$ cat config.mk
export PLATFORM = sky130hd
export DESIGN_NAME = alu_share_arb
export DESIGN_NICKNAME = d
export VERILOG_FILES = /design/src/rtl/alu_arb_pkg.sv /design/src/rtl/alu_rr_pick.sv /design/src/rtl/alu_share_arb.sv
export SDC_FILE = /design/constraint.sdc
export NUM_CORES = 1
export LEC_CHECK = 0
export CORE_AREA = 2 2 110 112
export DETAILED_ROUTE_END_ITERATION = 10
export DIE_AREA = 0 0 112 114
export GPL_TIMING_DRIVEN = 0
export HOLD_SLACK_MARGIN = 0.05
export SYNTH_ARGS = -nofsm -noshare
export SYNTH_HDL_FRONTEND = slang
export SYNTH_SLANG_ARGS = --single-unit
$ cat constraint.sdc
create_clock -name clk -period 1.8 [get_ports clk]
set_input_delay 0.27 -clock clk [delete_from_list [all_inputs] [get_ports clk]]
set_output_delay 0.27 -clock clk [all_outputs]
set_load 0.05 [all_outputs]
$ cat src/rtl/alu_arb_pkg.sv
// rtl/alu_arb_pkg.sv - shared widths, flag indices, source IDs and state encoding for the ALU arbiter
package alu_arb_pkg;

  localparam int DW_DEF = 32;
  localparam int CW_DEF = 4;
  localparam int NFLG   = 4;

  localparam int FLG_ZERO = 0;
  localparam int FLG_CARRY = 1;
  localparam int FLG_NEG = 2;
  localparam int FLG_OVF = 3;

  localparam logic SRC0 = 1'b0;
  localparam logic SRC1 = 1'b1;

  // The result register's valid bit is the whole state.
  typedef enum logic {
    ST_EMPTY = 1'b0,
    ST_FULL  = 1'b1
  } arb_state_e;

endpackage

$ cat src/rtl/alu_rr_pick.sv
// rtl/alu_rr_pick.sv - 2-way combinational picker; ALU_ARB_FIXED_PRIO_EN selects fixed priority to requester 0
module alu_rr_pick
  import alu_arb_pkg::*;
(
  input  logic [1:0] valid,
`ifndef ALU_ARB_FIXED_PRIO_EN
  input  logic       last_grant,
`endif
  input  logic       enable,
  output logic [1:0] grant
);

  always_comb begin
    grant = 2'b00;
    if (enable) begin
      if (valid == 2'b11) begin
`ifdef ALU_ARB_FIXED_PRIO_EN
        grant = 2'b01;
`else
        grant = (last_grant == SRC1) ? 2'b01 : 2'b10;
`endif
      end else begin
        grant = valid;
      end
    end
  end

endmodule

$ cat src/rtl/alu_share_arb.sv
// rtl/alu_share_arb.sv - two-requester arbiter/sequencer for a shared ALU; ALU_ARB_FIXED_PRIO_EN selects fixed priority
module alu_share_arb
  import alu_arb_pkg::*;
#(
  parameter int DW = DW_DEF,
  parameter int CW = CW_DEF
) (
  input  logic            clk,
  input  logic            rst_n,
  input  logic            req0_valid,
  output logic            req0_ready,
  input  logic [DW-1:0]   req0_a,
  input  logic [DW-1:0]   req0_b,
  input  logic [CW-1:0]   req0_aluc,
  input  logic            req1_valid,
  output logic            req1_ready,
  input  logic [DW-1:0]   req1_a,
  input  logic [DW-1:0]   req1_b,
  input  logic [CW-1:0]   req1_aluc,
  output logic [DW-1:0]   alu_a,
  output logic [DW-1:0]   alu_b,
  output logic [CW-1:0]   alu_aluc,
  input  logic [DW-1:0]   alu_r,
  input  logic            alu_zero,
  input  logic            alu_carry,
  input  logic            alu_negative,
  input  logic            alu_overflow,
  output logic            out_valid,
  input  logic            out_ready,
  output logic [DW-1:0]   out_r,
  output logic [NFLG-1:0] out_flags,
  output logic            out_src
);

  arb_state_e      state_q, state_d;
  logic [DW-1:0]   out_r_q, out_r_d;
  logic [NFLG-1:0] out_flags_q, out_flags_d;
  logic            out_src_q, out_src_d;
  logic [NFLG-1:0] alu_flags;
  logic [1:0]      grant;
  logic            can_accept;
  logic            pick_en;

  assign can_accept = (state_q == ST_EMPTY) | out_ready;
  // Gating with rst_n keeps both readies low for the whole reset window.
  assign pick_en    = can_accept & rst_n;

`ifdef ALU_ARB_FIXED_PRIO_EN
  alu_rr_pick u_pick (
    .valid  ({req1_valid, req0_valid}),
    .enable (pick_en),
    .grant  (grant)
  );
`else
  logic last_grant_q, last_grant_d;

  always_comb begin
    last_grant_d = last_grant_q;
    if (grant[1])      last_grant_d = SRC1;
    else if (grant[0]) last_grant_d = SRC0;
  end

  // Resetting to SRC1 lets requester 0 win the first tie.
  always_ff @(posedge clk or negedge rst_n) begin
    if (!rst_n) last_grant_q <= SRC1;
    else        last_grant_q <= last_grant_d;
  end

  alu_rr_pick u_pick (
    .valid      ({req1_valid, req0_valid}),
    .last_grant (last_grant_q),
    .enable     (pick_en),
    .grant      (grant)
  );
`endif

  always_comb begin
    alu_flags            = '0;
    alu_flags[FLG_ZERO]  = alu_zero;
    alu_flags[FLG_CARRY] = alu_carry;
    alu_flags[FLG_NEG]   = alu_negative;
    alu_flags[FLG_OVF]   = alu_overflow;
  end

  always_ff @(posedge clk or negedge rst_n) begin
    if (!rst_n) begin
      state_q     <= ST_EMPTY;
      out_r_q     <= '0;
      out_flags_q <= '0;
      out_src_q   <= SRC0;
    end else begin
      state_q     <= state_d;
      out_r_q     <= out_r_d;
      out_flags_q <= out_flags_d;
      out_src_q   <= out_src_d;
    end
  end

  always_comb begin
    state_d     = state_q;
    out_r_d     = out_r_q;
    out_flags_d = out_flags_q;
    out_src_d   = out_src_q;
    if (grant != 2'b00) begin
      state_d     = ST_FULL;
      out_r_d     = alu_r;
      out_flags_d = alu_flags;
      out_src_d   = grant[1] ? SRC1 : SRC0;
    end else if (out_ready) begin
      state_d = ST_EMPTY;
    end
  end

  // Idle bus is driven to zero so the shared ALU never sees stale operands.
  always_comb begin
    req0_ready = grant[0];
    req1_ready = grant[1];
    out_valid  = (state_q == ST_FULL);
    out_r      = out_r_q;
    out_flags  = out_flags_q;
    out_src    = out_src_q;
    alu_a      = '0;
    alu_b      = '0;
    alu_aluc   = '0;
    if (grant[0]) begin
      alu_a    = req0_a;
      alu_b    = req0_b;
      alu_aluc = req0_aluc;
    end else if (grant[1]) begin
      alu_a    = req1_a;
      alu_b    = req1_b;
      alu_aluc = req1_aluc;
    end
  end

endmodule

==> flow_summary.yaml <==
worst_hold_path:
  min_from: "rst_n"
  holdPathEnd: "last_grant_q$_DFFE_PN1P_"
  holdPathStages: 4
  min_path_type: "in2reg"
worst_setup_path:
  path_class: "reg2out"
  crit_arrival_ns: 1.84
  endpoint_kind: "output port"
  reg2reg_to: "out_r[26]$_DFFE_PN0P_"
  r2r-start: "out_valid$_DFFE_PN0P_"
  startpoint_type: "register"
  r2r_cells: 5
  worst_ep_required_time_ns: 1.53
  r2r_slack_ns: 0.23
  path_max_fanout: 6
die:
  die_y_um: 114
  core_area_um2: 11700
  initial_core_util: 0.187
  ios: 285
  die_x_um: 112
  rows: 40
  dieArea_um2: 12800
cts:
  clk_latency_ns: 0.28
  cts_buffers: 5
  cts_tree: "done"
  cts.sinks: 39
  clkTransAtPathRegs_ns: 0.06
  cts_root_buf: "clkbuf_16"
  clockBufferDepth: 2
  ctsHtreeMaxLevel: 2
power:
  p_per_area_nw_per_um2: 823
  p_leak_nw: 2.60
  irDropWorstVdd_mv: 0.795
run:
  drv_cap: 0
yosys:
  syn_area_um2: 2190
  post_synth_xor_area_fraction: 0
  synth_mux_area_frac: 0.185
  synth_compound_area_frac: 0.284
  synth_ff_type: "dfrtp_1"
  synthCells: 176
  yosysUniqueCellTypes: 18
  synthArstFlopShare: 1.00
  synth-edff-count: 0
  syn_area_per_cell_um2: 12.4
  synth_adder_area_share: 0
  seq_area_frac_synth: 0.447
  yosys.area_share.simple: 0.0292
  syn_nets: 353
  synth-seq-cells: 39
  synth_top_family_by_area: "compound AO/OA/AOI/OAI gates"
  ys_warn_count: 0
finish:
  fin_util: 0.513
  final_cells: 626
  drive_gt1_frac: 0.445
  design_area_um2: 6010
  syn_to_final_growth_pct: 175
  fillCellCount: 1069
  layout.nets: 652
status:
  status: "finished with violations"
  violations: "setup timing"
route:
  ant_nets: 0
  drc_errors: 0
  wirelength_mm: 12.5
  first_pass_iters: 4
  wl_per_cell_um: 19.9
  first_iter_violations: 117
  vias: 2792
  vias_per_cell: 4.46
grt:
  grtUsageTotal: 0.175
  grt_pass1_wl_mm: 17.0
  antenna_found_initial: 3
  grt_overflow: 0
  grt_pass1_vias: 2898
  grt_max_degree: 23
sta:
  setup_ws_ns: -0.309
  fmax_mhz: 474
  tns_ns: -16.47
  finalClockSkew_ns: 0.00436
  finalCritPeriodShare: 1.17
  period_needed_ns: 2.11
  rsz0062_at_grt: "yes"
  hold_viol: 0
  slew_violations: 0
  finalSetupViolations: 68
  tightest_slew_ns: 0.984
  slew_headroom: 0.342
placement:
  place_area_um2: 5380
  dp_hpwl_mm: 10.1
  gp_congestion: 0.861
  dp.cells: 608
  io_buffers: 284
Yosys cell counts, types with 2 or more instances:
library cell | number | area share
clkbuf_1 | 5 | 0.0086
nand2_1 | 3 | 0.0052
buf_4 | 3 | 0.010
buf_2 | 8 | 0.018
nand3_1 | 3 | 0.0069
buf_6 | 3 | 0.015
a22o_1 | 67 | 0.27
and4_1 | 2 | 0.0080
mux2_2 | 36 | 0.19
dfrtp_1 | 38 | 0.44
cells in the final DEF, fill, tap and decap left out, types with 2 or more instances in the layout:
master / Yosys / routed
a22o_2: 0 / 44
nand2_1: 3 / 3
clkbuf_16: 0 / 6
nand2b_4: 1 / 2
diode_2: 0 / 3
buf_12: 0 / 3
dlygate4sd2_1: 0 / 3
clkdlybuf4s50_1: 0 / 209
mux2_2: 36 / 36
dfrtp_1: 38 / 37
dlygate4sd3_1: 0 / 3
buf_8: 0 / 22
clkbuf_8: 0 / 2
nand3_1: 3 / 3
buf_6: 3 / 50
a22o_4: 0 / 23
clkbuf_2: 0 / 3
buf_4: 3 / 13
kinds of logic (layout without fill, tap and decap cells):
| family | count (synthesis) | after routing |
|---|---|---|
| other cells | 0 | 3 |
| simple gates | 10 | 10 |
| buf+inv | 20 | 320 |
| flops | 39 | 39 |
| compound gates | 71 | 71 |
| mux | 36 | 36 |
per-stage QoR:
stage | setup WS [ns] | power [W] | hold WS [ns]
floorplan | -0.0445 | 0.00263 | -0.0256
global placement | -2.70 | 0.00369 | 0.477
detailed placement | -1.25 | 0.00371 | 0.223
CTS | -0.322 | 0.00494 | 0.370
global route | -0.383 | 0.00513 | 0.401
finish | -0.309 | 0.00495 | 0.381
report_power, final:
part / total, W / internal, W / switching (W) / leakage, nW
logic: 0.00277 / 0.00124 / 0.00152 / 2.06
clock network: 0.00105 / 0.000696 / 0.000355 / 0.0875
registers: 0.00113 / 0.00105 / 0.0000846 / 0.454
total: 0.00495 / 0.00298 / 0.00196 / 2.60
timing repair:
action,CTS,global route
hold buffers,3,0
resized for setup,529,22
cloned,1,1
hold endpoints to repair,16,0
setup buffers,3,0
pin swaps,11,11
endpoints found under the setup margin,70,71
how the worst max path moves through the flow:
stage                                  start   endpoint  slack (ns)
finish              last_grant_q$_DFFE_PN1P_  alu_a[31]       -0.31
global route        last_grant_q$_DFFE_PN1P_  alu_a[31]       -0.38
CTS                 last_grant_q$_DFFE_PN1P_   alu_a[5]       -0.32
detailed placement                     rst_n  alu_a[13]       -1.25
global placement                       rst_n  alu_a[12]       -2.70
floorplan              out_valid$_DFFE_PN0P_  alu_b[19]       -0.04
final cells by class:
cell class                 instances  area [µm²]  share of cell area
clock buffer                       6         139              0.0231
timing repair buffer             293        3130               0.521
inverter                           1        3.75            0.000625
multi-input combinational        117        1360               0.226
sequential                        39         978               0.163
antenna                            3        7.51             0.00125
buffer                            18         173              0.0287
clock inverter                     2        38.8             0.00646
tap                              147         184              0.0306
critical path, cell delays in order, from the launching register on:
cell and delay (ns):
dfstp_2 0.54, nand2b_4 0.12, and4_1 0.18, buf_6 0.14, buf_8 0.14, clkbuf_16 0.15, a22o_4 0.14, buf_8 0.14
sequential cells by signal (all words and copies together), names as in the netlist:
name          flops
out_r            32
out_src           1
out_valid         1
last_grant_q      1
out_flags         4
routing by layer:
metal,vias up,GRT usage,wire length (µm)
met3,18,0.0675,1240
met2,162,0.296,6120
met1,1316,0.210,4810
li1,1296,-,-
met5,-,0,0
met4,0,0.0447,306
Note: power is estimated with default switching activity, not from simulation.
==> patch (config.mk and constraints unchanged) <==
Reset style: synchronous (`rst_n`), changed in 2 clocked blocks.
--- a/src/rtl/alu_share_arb.sv
+++ b/src/rtl/alu_share_arb.sv
@@ -61,7 +61,7 @@
   end
 
   // Resetting to SRC1 lets requester 0 win the first tie.
-  always_ff @(posedge clk or negedge rst_n) begin
+  always_ff @(posedge clk) begin
     if (!rst_n) last_grant_q <= SRC1;
     else        last_grant_q <= last_grant_d;
   end
@@ -82,7 +82,7 @@
     alu_flags[FLG_OVF]   = alu_overflow;
   end
 
-  always_ff @(posedge clk or negedge rst_n) begin
+  always_ff @(posedge clk) begin
     if (!rst_n) begin
       state_q     <= ST_EMPTY;
       out_r_q     <= '0;
Behaviour: differs if rst_n is asserted again (counterexample within 4 cycles, from zero or initial values and one cycle with rst_n low); with rst_n held inactive, the same outputs for 10 cycles.
==> patch against the original RTL <==
  * The run still ends with negative setup slack left
  * Sequential share of layout area decreased by 3.0 points
  * First-iteration DRC count increased by 55%
  * Setup slack improved by 0.12 ns
  * Hold slack improved by 0.064 ns
  * Cell area decreased by 2.1%
  * Global-route usage increased by 2.3 points
  * Power decreased by 22%
  * Sequential cell count unchanged
  * Synthesized area increased by 3.3%
  * Routed wire length increased by 8.9%
  * Critical endpoint is now alu_a[20]
==> patch: results <==
<?xml version="1.0" encoding="UTF-8"?>
<metrics>
  <group name="final_layout">
    <metric name="fillCellCount" unit="">1096</metric>
    <metric name="nets" unit="">741</metric>
  </group>
  <group name="yosys">
    <metric name="synth_common_cells" unit="">68 x a22o_1, 39 x dfxtp_1, 37 x nand2_1, 37 x o21ai_1, 36 x nand4_1</metric>
    <metric name="synth_fp_nets" unit="">443</metric>
    <metric name="synth.distinct_cells" unit="">20</metric>
    <metric name="async_reset_ff_frac" unit="">0</metric>
    <metric name="synthDominantAreaCellType" unit="">dfxtp_1</metric>
  </group>
  <group name="timing">
    <metric name="tightest_slew" unit="ns">0.556</metric>
    <metric name="maximum_clock_skew_at_final_layout" unit="ns">0.00461</metric>
    <metric name="smallest_setup_slack_after_layout" unit="ns">-0.189</metric>
    <metric name="hold_ws" unit="ns">0.444</metric>
    <metric name="setup_viol_count_final" unit="">68</metric>
  </group>
  <group name="power_and_ir_drop">
    <metric name="switching_power" unit="µW">1480</metric>
    <metric name="pwr.group.clock" unit="µW">872</metric>
    <metric name="powerComb" unit="µW">1980</metric>
    <metric name="total_leakage_power" unit="µW">0.00243</metric>
    <metric name="vdd_ir_max" unit="V">0.000538</metric>
    <metric name="power.share.combinational" unit="">0.516</metric>
  </group>
  <group name="routing">
    <metric name="m1WireLength" unit="mm">5.49</metric>
    <metric name="drtIter0Drc" unit="">181</metric>
    <metric name="wl_per_cell" unit="µm">19.0</metric>
    <metric name="met3WireLength" unit="mm">1.07</metric>
    <metric name="met2_wirelength" unit="mm">6.70</metric>
    <metric name="top_signal_layer_used" unit="">met5</metric>
  </group>
  <group name="critical_path">
    <metric name="slowest_stage" unit="">dfxtp_2</metric>
    <metric name="worst_r2r_startpoint" unit="">out_valid</metric>
    <metric name="critical_path.startpoint" unit="">last_grant_q</metric>
    <metric name="max_stage_delay" unit="ns">0.32</metric>
  </group>
  <group name="global_route">
    <metric name="grt_antenna_before_repair" unit="">4</metric>
    <metric name="grtUsageMet3" unit="">0.0521</metric>
    <metric name="gr-usage-met1" unit="">0.234</metric>
    <metric name="maximum_number_of_pins_on_one_net_before_global_route_repair" unit="">13</metric>
    <metric name="grt_use_total" unit="">0.197</metric>
    <metric name="grt_pass1_wl" unit="mm">19.6</metric>
  </group>
  <group name="run_status">
    <metric name="run_status" unit="">complete, but fails checks</metric>
    <metric name="violated_checks" unit="">negative setup slack</metric>
  </group>
  <group name="place">
    <metric name="io_buffers" unit="">283</metric>
    <metric name="place.gp.congestion" unit="">0.934</metric>
    <metric name="detailed_place.area" unit="µm²">5350</metric>
  </group>
  <group name="min_path">
    <metric name="hold_start" unit="">req1_valid</metric>
  </group>
</metrics>
==> patch: cell count changes in the layout (fill, tap and decap cells not counted), moves of 37 or more <==
| cell | delta |
|---|---|
| a22o_1 | +44 |
| a22o_2 | -41 |
| dfrtp_1 | -37 |
| dfxtp_1 | +37 |
| o21ai_1 | +37 |
==> patch: per-stage QoR <==
step           TNS [ns]  setup slack [ns]  std cells
2_1_floorplan         0           0.00273        266
3_5_place_dp     -65.56             -1.04        696
6_report          -3.86            -0.189        715
5_1_grt           -7.10            -0.225        715
3_3_place_gp     -66.09             -1.05        696
4_1_cts           -5.15            -0.203        710
==> patch: logic make-up (layout without fill, tap and decap cells) <==
kind of cell | count (synthesis) | after routing | share of synthesized area
other | 0 | 3 | 0
flip-flops | 39 | 39 | 0.346
buffers and inverters | 39 | 338 | 0.111
AO/OA/AOI/OAI | 109 | 109 | 0.360
AND/OR/NAND/NOR | 79 | 79 | 0.183
==> patch: final timing paths <==
| kind | endpoint | slack (ns) | cells past startpoint |
|---|---|---|---|
| max | alu_a[20] | -0.19 | 7 |
| min | last_grant_q | 0.44 | 3 |
| max reg2reg | out_src | 0.37 | 5 |
| min reg2reg | out_r[24] | 0.45 | 2 |
==> patch: layout make-up <==
cell class / instances / area, µm² / share of cell area
multi-input cells: 188 / 1410 / 0.240
repair buffers: 293 / 3070 / 0.522
well taps: 147 / 184 / 0.0313
diodes: 3 / 7.51 / 0.00128
clock buffers: 6 / 129 / 0.0219
inverters: 1 / 3.75 / 0.000638
plain buffers: 36 / 277 / 0.0470
flip-flops and latches: 39 / 783 / 0.133
clock inverters: 2 / 12.5 / 0.00213
==> patch: what timing repair did <==
action	4_1_cts	5_1_grt
endpoints found under the setup margin	70	68
pin swaps	14	12
resized for setup	504	22
gates cloned	2	1
setup buffers	5	2
